[src/rtl/video_pkg.sv]
// Shared timing defaults and coordinate type for the RGB LCD raster generator.
package video_pkg;

   localparam int COORD_W = 10;

   // 480x272 panel at a 9 MHz pixel clock
   localparam int H_RES   = 480;
   localparam int H_FP    = 2;
   localparam int H_SYNC  = 41;
   localparam int H_BP    = 2;
   localparam int V_RES   = 272;
   localparam int V_FP    = 2;
   localparam int V_SYNC  = 10;
   localparam int V_BP    = 2;

   typedef logic [COORD_W-1:0] coord_t;

endpackage

[src/rtl/video_signal_generator_if.sv]
// Raster timing bundle from the generator to the pixel pipeline.
// The de signal exists only when VIDEO_DE_EN is defined.
interface video_signal_generator_if;
   import video_pkg::*;

   logic   hsync;
   logic   vsync;
   coord_t sx;
   coord_t sy;
`ifdef VIDEO_DE_EN
   logic   de;
`endif

   modport master (
      output hsync, vsync, sx, sy
`ifdef VIDEO_DE_EN
      , output de
`endif
   );

   modport slave (
      input hsync, vsync, sx, sy
`ifdef VIDEO_DE_EN
      , input de
`endif
   );

endinterface

[src/rtl/video_signal_generator_sync_counter.sv]
// One raster axis: wrapping position counter with a registered active-low
// sync strobe decoded from the next count so it has zero skew against it.
module sync_counter
   import video_pkg::*;
#(
   parameter int ACTIVE = H_RES,
   parameter int FRONT  = H_FP,
   parameter int PULSE  = H_SYNC,
   parameter int BACK   = H_BP
) (
   input  logic   clk,
   input  logic   rstn,
   input  logic   en,
   output coord_t count,
   output logic   sync_n,
   output logic   wrap,
   output logic   active
);

   localparam int     TOTAL    = ACTIVE + FRONT + PULSE + BACK;
   localparam coord_t LAST     = coord_t'(TOTAL - 1);
   localparam coord_t ACT_END  = coord_t'(ACTIVE);
   localparam coord_t SYNC_BEG = coord_t'(ACTIVE + FRONT);
   localparam coord_t SYNC_END = coord_t'(ACTIVE + FRONT + PULSE);

   if (ACTIVE < 1 || FRONT < 1 || PULSE < 1 || BACK < 1) begin : g_bad_param
      $fatal(1, "sync_counter: every timing parameter must be >= 1");
   end
   if (TOTAL > (1 << COORD_W)) begin : g_bad_total
      $fatal(1, "sync_counter: total period exceeds the coordinate range");
   end

   coord_t count_q, count_d;
   logic   sync_n_q, sync_n_d;

   assign wrap = en && (count_q == LAST);

   always_comb begin
      count_d = count_q;
      if (wrap)    count_d = '0;
      else if (en) count_d = count_q + coord_t'(1);
   end

   assign sync_n_d = !((count_d >= SYNC_BEG) && (count_d < SYNC_END));
   // next-cycle active flag, so whoever registers it stays aligned with count
   assign active   = (count_d < ACT_END);

   always_ff @(posedge clk or negedge rstn) begin
      if (!rstn) begin
         count_q  <= '0;
         sync_n_q <= 1'b1;
      end else begin
         count_q  <= count_d;
         sync_n_q <= sync_n_d;
      end
   end

   assign count  = count_q;
   assign sync_n = sync_n_q;

endmodule

[src/rtl/video_signal_generator.sv]
// Free-running raster timing generator: sx/sy plus active-low hsync/vsync.
// Define VIDEO_DE_EN to add the registered data-enable output de.
module video_signal_generator
   import video_pkg::*;
#(
   parameter int HRes        = H_RES,
   parameter int VRes        = V_RES,
   parameter int HFrontPorch = H_FP,
   parameter int HSyncPulse  = H_SYNC,
   parameter int HBackPorch  = H_BP,
   parameter int VFrontPorch = V_FP,
   parameter int VSyncPulse  = V_SYNC,
   parameter int VBackPorch  = V_BP
) (
   input logic                      clk,
   input logic                      rstn,
   video_signal_generator_if.master vid
);

   logic h_wrap, v_wrap, h_act, v_act;

   sync_counter #(
      .ACTIVE (HRes),
      .FRONT  (HFrontPorch),
      .PULSE  (HSyncPulse),
      .BACK   (HBackPorch)
   ) u_h (
      .clk    (clk),
      .rstn   (rstn),
      .en     (1'b1),
      .count  (vid.sx),
      .sync_n (vid.hsync),
      .wrap   (h_wrap),
      .active (h_act)
   );

   // the line wrap is the only thing that advances the vertical axis
   sync_counter #(
      .ACTIVE (VRes),
      .FRONT  (VFrontPorch),
      .PULSE  (VSyncPulse),
      .BACK   (VBackPorch)
   ) u_v (
      .clk    (clk),
      .rstn   (rstn),
      .en     (h_wrap),
      .count  (vid.sy),
      .sync_n (vid.vsync),
      .wrap   (v_wrap),
      .active (v_act)
   );

`ifdef VIDEO_DE_EN
   logic de_q, de_d;

   assign de_d = h_act && v_act;

   always_ff @(posedge clk or negedge rstn) begin
      if (!rstn) de_q <= 1'b0;
      else       de_q <= de_d;
   end

   assign vid.de = de_q;

   logic unused_wrap;
   assign unused_wrap = v_wrap;
`else
   logic unused_sig;
   assign unused_sig = ^{v_wrap, h_act, v_act};
`endif

endmodule

[src/flat_wrapper.sv]
// flat-port wrapper written by rule: the top's interface ports become plain ports
module video_signal_generator_flat import video_pkg::*;
#(
   parameter int HRes        = H_RES,
   parameter int VRes        = V_RES,
   parameter int HFrontPorch = H_FP,
   parameter int HSyncPulse  = H_SYNC,
   parameter int HBackPorch  = H_BP,
   parameter int VFrontPorch = V_FP,
   parameter int VSyncPulse  = V_SYNC,
   parameter int VBackPorch  = V_BP
)
  (clk, rstn, vid_hsync, vid_vsync, vid_sx, vid_sy);
  video_signal_generator_if vid_i ();
  input logic clk;
  input logic rstn;
  output wire logic [$bits(vid_i.hsync)-1:0] vid_hsync;
  output wire logic [$bits(vid_i.vsync)-1:0] vid_vsync;
  output wire logic [$bits(vid_i.sx)-1:0] vid_sx;
  output wire logic [$bits(vid_i.sy)-1:0] vid_sy;
  assign vid_hsync = vid_i.hsync;
  assign vid_vsync = vid_i.vsync;
  assign vid_sx = vid_i.sx;
  assign vid_sy = vid_i.sy;
  video_signal_generator #(.HRes(HRes), .VRes(VRes), .HFrontPorch(HFrontPorch), .HSyncPulse(HSyncPulse), .HBackPorch(HBackPorch), .VFrontPorch(VFrontPorch), .VSyncPulse(VSyncPulse), .VBackPorch(VBackPorch)) u_core (.clk(clk), .rstn(rstn), .vid(vid_i));
endmodule
[config.mk]
export PLATFORM = sky130hd
export DESIGN_NAME = video_signal_generator_flat
export DESIGN_NICKNAME = d
export VERILOG_FILES = /design/src/rtl/video_pkg.sv /design/src/rtl/video_signal_generator_if.sv /design/src/rtl/video_signal_generator_sync_counter.sv /design/src/rtl/video_signal_generator.sv /design/src/flat_wrapper.sv
export SDC_FILE = /design/constraint.sdc
export NUM_CORES = 1
export LEC_CHECK = 0
export ABC_AREA = 1
export CAP_MARGIN = 20
export CORE_MARGIN = 5
export CORE_UTILIZATION = 53
export CTS_CLUSTER_DIAMETER = 100
export DETAILED_ROUTE_END_ITERATION = 6
export PLACE_DENSITY = 0.79
export SLEW_MARGIN = 30
export SYNTH_ARGS = -nofsm -noshare
export SYNTH_HDL_FRONTEND = slang
export SYNTH_SLANG_ARGS = --single-unit
[constraint.sdc]
create_clock -name clk -period 2.3 [get_ports clk]
set_clock_uncertainty 0.1 [all_clocks]
set_input_delay 0.345 -clock clk [delete_from_list [all_inputs] [get_ports clk]]
set_output_delay 0.345 -clock clk [all_outputs]
set_load 0.005 [all_outputs]
Word-level counts from Yosys, hierarchy flattened
Index checks and enable logic that the tools add are counted.

cells by class
  $add $sub $neg = 2
  magnitude comparators = 4
  equality and inequality tests = 2
  muxes and demuxes = 3
  reduce and logical (&&, ||, !) cells = 5

operators by type and width
  kind                                                                                  number
  10-bit two-way mux                                                                    3
  10-bit by 1-bit adder with 10-bit output, second input constant                       2
  10-bit by 9-bit greater-or-equal comparator with 1-bit output, second input constant  2
  10-bit == test, second input constant                                                 1
  10-bit by 9-bit == test with 1-bit output, second input constant                      1
  10-bit < comparator, second input constant                                            1
  10-bit by 9-bit < comparator with 1-bit output, second input constant                 1
  1-bit logical AND                                                                     3
  1-bit zero test                                                                       2

word-level totals
  bits in registers = 22
  bits of input ports = 2
  output and inout port bits = 22
  logic and storage cells = 20

Longest topological paths before layout
  word-level depth = 6
  depth in mapped cells = 13
  gate-level depth less buffers = 13

By module
Synthesis repeated with hierarchy kept, for this count alone.

second synthesis, totals
  cell total of the unflattened synthesis = 208
  area total of the unflattened synthesis = 1482.7 um^2

modules (own cells, without submodules)
  module                     instances  cells an instance  area each (um^2)  sequential area each (um^2)
  sync_counter (u_core.u_h)  1          108                745.7             276.5
  sync_counter (u_core.u_v)  1          99                 733.2             276.5
  video_signal_generator     1          1                  3.8               0.0

Worst setup path after synthesis
Ideal clock, no wire load.

  kind = register to register
  start point = register u_core.u_h.count_q[0] (netlist: u_core.u_h.count[0])
  end point = register u_core.u_v.sync_n_q (netlist: u_core.u_v.sync_n)
  library setup time = 0.077 ns
  data arrival time = 1.514 ns
  data required time = 2.123 ns
  slack = 0.609 ns
  cell stages (with the launch flop) = 13
  buffers on the path = 1
  period minus slack after synthesis = 1.691 ns
  path through = dfrtp_1 inv_1 ha_1 inv_1 nor2_4 nand4_4 buf_6 nand2_4 nand2_2 nor2_4 nand3_1 nor2_1 nand2_1

on the way
  word-level cells in the longest chain between the ends = 6
  elaborated cells between the ends (all ways) = 8
  those cells by class = order compare (2); eq/ne (1); mux (2); reduce/logical (3)

RTL lines
  what                                                                                                                             RTL line                                                                              text
  from (decl)                                                                                                                      video_signal_generator_sync_counter.sv:33                                             coord_t count_q, count_d;
  from (signal assigned)                                                                                                           video_signal_generator_sync_counter.sv:53                                             count_q <= count_d;
  10-bit == test (*)                                                                                                               video_signal_generator_sync_counter.sv:36                                             assign wrap = en && (count_q == LAST);
  10-bit two-way mux or 1-bit logical AND (tied branches)                                                                          video_signal_generator_sync_counter.sv:41, video_signal_generator_sync_counter.sv:36
  10-bit two-way mux (*)                                                                                                           video_signal_generator_sync_counter.sv:40                                             if (wrap) count_d = '0;
  via u_core.u_v.count_d[4]                                                                                                        video_signal_generator_sync_counter.sv:33
  10-bit by 9-bit greater-or-equal comparator with 1-bit output or 10-bit by 9-bit < comparator with 1-bit output (tied branches)  video_signal_generator_sync_counter.sv:44                                             assign sync_n_d = !((count_d >= SYNC_BEG) && (count_d < SYNC_END));
  1-bit logical AND (*)                                                                                                            video_signal_generator_sync_counter.sv:44
  1-bit zero test (*)                                                                                                              video_signal_generator_sync_counter.sv:44
  via u_core.u_v.sync_n_d                                                                                                          video_signal_generator_sync_counter.sv:34                                             logic sync_n_q, sync_n_d;
  to (signal assigned)                                                                                                             video_signal_generator_sync_counter.sv:54                                             sync_n_q <= sync_n_d;
  to (decl)                                                                                                                        video_signal_generator_sync_counter.sv:34

Mark *: on every way through the listed nets, which the timed path passes. The rest lies on a longest branch.

Final worst setup path
Same ends and word-level chain as after synthesis.

==> flow_summary.json <==
{
  "final_layout_size_suffix_gt1_share_pct": 8.63,
  "critPathRequiredTime_ps": 2460,
  "grt_max_degree": 23,
  "max_slew.worst_pin.slew_ps": 353,
  "setup_viol": 0,
  "family_with_the_most_delay_on_the_worst_path": "simple AND/OR/NAND/NOR gates",
  "crit_start": "u_core.u_h.count[0]$_DFF_PN0_",
  "gp_congestion": 0.935,
  "dpl.hpwl_um": 2770,
  "post-place-cells": 282,
  "crit_chain": "inv_1 -> ha_1 -> inv_1 -> nor2_4 -> nand4_4 -> o21ai_1 -> inv_1 -> nor2_1 -> nor2_1 -> nor2_1 -> nand2_1",
  "path_class": "flip-flop to flip-flop",
  "synth_top_cells_by_area": "dfrtp_1 (32%), nand2_1 (17%), inv_1 (9.7%)",
  "worst-path-stages": 11,
  "fmax_mhz": 502,
  "crit_end": "u_core.u_v.sync_n$_DFF_PN1_",
  "pwr-share-clk_pct": 35.4,
  "hold_viol_final": 0,
  "drcViolationCount": 0,
  "crit_fanout": 15,
  "placeableCoreArea_um2": 2780,
  "finalNonFillerCells": 286,
  "ys_seq_elements": 22,
  "floorplan.die_area_um2": 4080,
  "r2r.worst_path.cells": 11,
  "cp_slowest_cell": "dfrtp_1",
  "power.sequential.fraction_pct": 63.0,
  "vdd_ir_drop_max_mv": 0.371,
  "first_iter_violations": 95,
  "cts.hold.buffers_added": 0,
  "antenna_cells_inserted": 0,
  "timing.critical_path.to_type": "flip-flop",
  "global_route_wire_length_before_repair_um": 6290,
  "mappedNetlistNets": 236,
  "r2r_setup_slk_ps": 310,
  "global_route.usage.total_pct": 19.1,
  "detailedRoute.firstPassIterationCount": 5,
  "first_global_vias": 1340,
  "min_path_type": "primary input to async pin",
  "static-leakage-power_nw": 0.929,
  "via_count": 1449,
  "total_net_switching_power_w": 0.000128,
  "avgViaCountPerCell": 5.07,
  "outcome": "finished clean",
  "rsz0062_at_grt": "false",
  "fin_crit_sh_pct": 86.7,
  "post_route_worst_hold_slack_ps": 253,
  "buffer_count_from_post_cts_setup_fixing": 0,
  "synth_largest_type_area_fraction_pct": 32.5,
  "timing.final.max_slew_violations": 0,
  "die_w_um": 63.9,
  "fin_setup_tns_ps": 0,
  "clkSlewWorstSetupHoldPaths_ps": 130,
  "postSynthAreaPerCell_um2": 6.76,
  "critPathArrivalTime_ps": 2150,
  "fp.dieH_um": 63.9,
  "power_density_nw_per_um2": 333,
  "rows": 19,
  "intPower_w": 0.000486,
  "max_cap_viols": 0,
  "place.port_buffers": 23,
  "clock-sinks": 22,
  "detail_route.wirelength_um": 3600,
  "max-clock-path-buffers": 2,
  "synth_cells": 228,
  "filler_cell_count": 253,
  "yosysTopAreaCell": "dfrtp_1",
  "cts.root.buffer_cell": "clkbuf_4",
  "antenna_violations_before_repair": 0,
  "cts_inserted_buffers": 3,
  "htreeDepth": 1,
  "routed_wire_length_per_instance_um": 12.6,
  "boundaryPins": 24,
  "finalCriticalPeriod_ps": 1990,
  "critical_path.startpoint_type": "flip-flop",
  "grt-ovfl-total": 0,
  "power_frac_comb_pct": 1.6,
  "tritoncts": "done",
  "synth-warning-count": 0,
  "ys_types": 28,
  "cp_slowest_stage_delay_ps": 490,
  "netlist_area_um2": 1540,
  "crit-reg2reg-launch": "u_core.u_h.count[0]$_DFF_PN0_",
  "layout.nets": 264,
  "buf_inv_stages_crit_path": 3,
  "critical_path.reg2reg.endpoint": "u_core.u_v.sync_n$_DFF_PN1_",
  "final_antenna_net_count": 0,
  "slew_headroom_pct": 76.5,
  "sw_frac_of_total_pct": 20.8,
  "syn_to_final_growth_pct": 19.7,
  "starting_density_of_the_core_pct": 55.4,
  "worstSkewPairLatency_ps": 320,
  "cts_resized": 0,
  "seq_area_frac_synth_pct": 35.9
}
area by class of cell:
| class | instances | area [um2] | share of cell area [%] |
|---|---|---|---|
| Sequential cell | 22 | 553 | 30.0 |
| Timing Repair Buffer | 26 | 253 | 13.7 |
| Clock buffer | 4 | 36.3 | 1.97 |
| Inverter | 41 | 154 | 8.34 |
| Multi-Input combinational cell | 162 | 810 | 43.9 |
| Tap cell | 31 | 38.8 | 2.10 |
worst register-to-register path, cell delays in order, from the launching register on:
cell and delay (ps):
dfrtp_1 490, inv_1 120, ha_1 150, inv_1 80, nor2_4 130, nand4_4 220
o21ai_1 240, inv_1 60, nor2_1 140, nor2_1 70, nor2_1 80, nand2_1 60
flip-flops by register name, indices dropped and copies added, names as in the netlist:
signal and count:
u_core.u_h.count 10, u_core.u_h.sync_n 1, u_core.u_v.count 10, u_core.u_v.sync_n 1
per-stage QoR:
step	total power (W)	worst slack (ps)	instance area (um2)	util, %
final	0.000614	307	1840	66.3
after CTS	0.000621	291	1840	66.3
after floorplan	0.000394	609	1540	-
after global routing	0.000642	89.9	1840	66.3
after detailed placement	0.000405	325	1810	65.0
after global placement	0.000405	427	1810	65.0
Yosys cell counts, drive strengths merged:
master	number
o21ai	6
nor3	5
o21bai	2
dfstp	2
xor2	3
nand3b	1
dfrtp	20
buf	3
nand4	6
ha	6
nand2	74
nor2	39
nand3	16
a21oi	1
xnor2	1
o211ai	1
or2	1
inv	41
metal layers:
layer	wire length [um]	global-route usage, %
met3	195	2.98
met5	0	0
met2	1510	26.4
met4	51	6.75
met1	1840	29.7
layout by cell type, fill, tap and decap left out, drive strengths merged:
cell type      Yosys  final
xnor2              1      1
buf                3      3
o21ai              6      6
o211ai             1      1
clkbuf             0      4
nor3               5      5
a21oi              1      1
clkdlybuf4s50      0     23
nand3b             1      1
dfrtp             20     20
ha                 6      6
nor2              39     39
nand4              6      6
nand3             16     16
xor2               3      3
o21bai             2      2
inv               41     41
dfstp              2      2
or2                1      1
nand2             74     74
power groups by stage:
stage / clock network (W) / logic (W) / registers, W
2_1_floorplan: 0 / 0.000000000538 / 0.000394
3_3_place_gp: 0 / 0.0000105 / 0.000394
3_5_place_dp: 0 / 0.0000106 / 0.000394
4_1_cts: 0.000224 / 0.0000106 / 0.000387
5_1_grt: 0.000243 / 0.0000118 / 0.000387
6_report: 0.000217 / 0.00000986 / 0.000387
cells by family (layout without fill, tap and decap cells):
| logic type | Yosys count | count (layout) | synth area share, % |
|---|---|---|---|
| buf+inv | 44 | 71 | 11.5 |
| simple gates | 142 | 142 | 41.4 |
| fa+ha+maj | 6 | 6 | 4.87 |
| xor+xnor | 4 | 4 | 2.27 |
| compound gates | 10 | 10 | 3.98 |
| flops | 22 | 22 | 35.9 |
worst min-delay path by stage:
stage,startpoint,endpoint,slack [ps],depth (start not counted)
2_1_floorplan,rstn,u_core.u_h.count[0]$_DFF_PN0_,-50,0
3_3_place_gp,u_core.u_v.count[9]$_DFF_PN0_,u_core.u_v.count[9]$_DFF_PN0_,430,2
3_5_place_dp,u_core.u_v.count[9]$_DFF_PN0_,u_core.u_v.count[9]$_DFF_PN0_,430,2
4_1_cts,rstn,u_core.u_h.count[3]$_DFF_PN0_,260,2
5_1_grt,rstn,u_core.u_h.count[4]$_DFF_PN0_,270,2
6_report,rstn,u_core.u_h.count[3]$_DFF_PN0_,250,2
No activity file was read; power rests on OpenSTA's default activity.
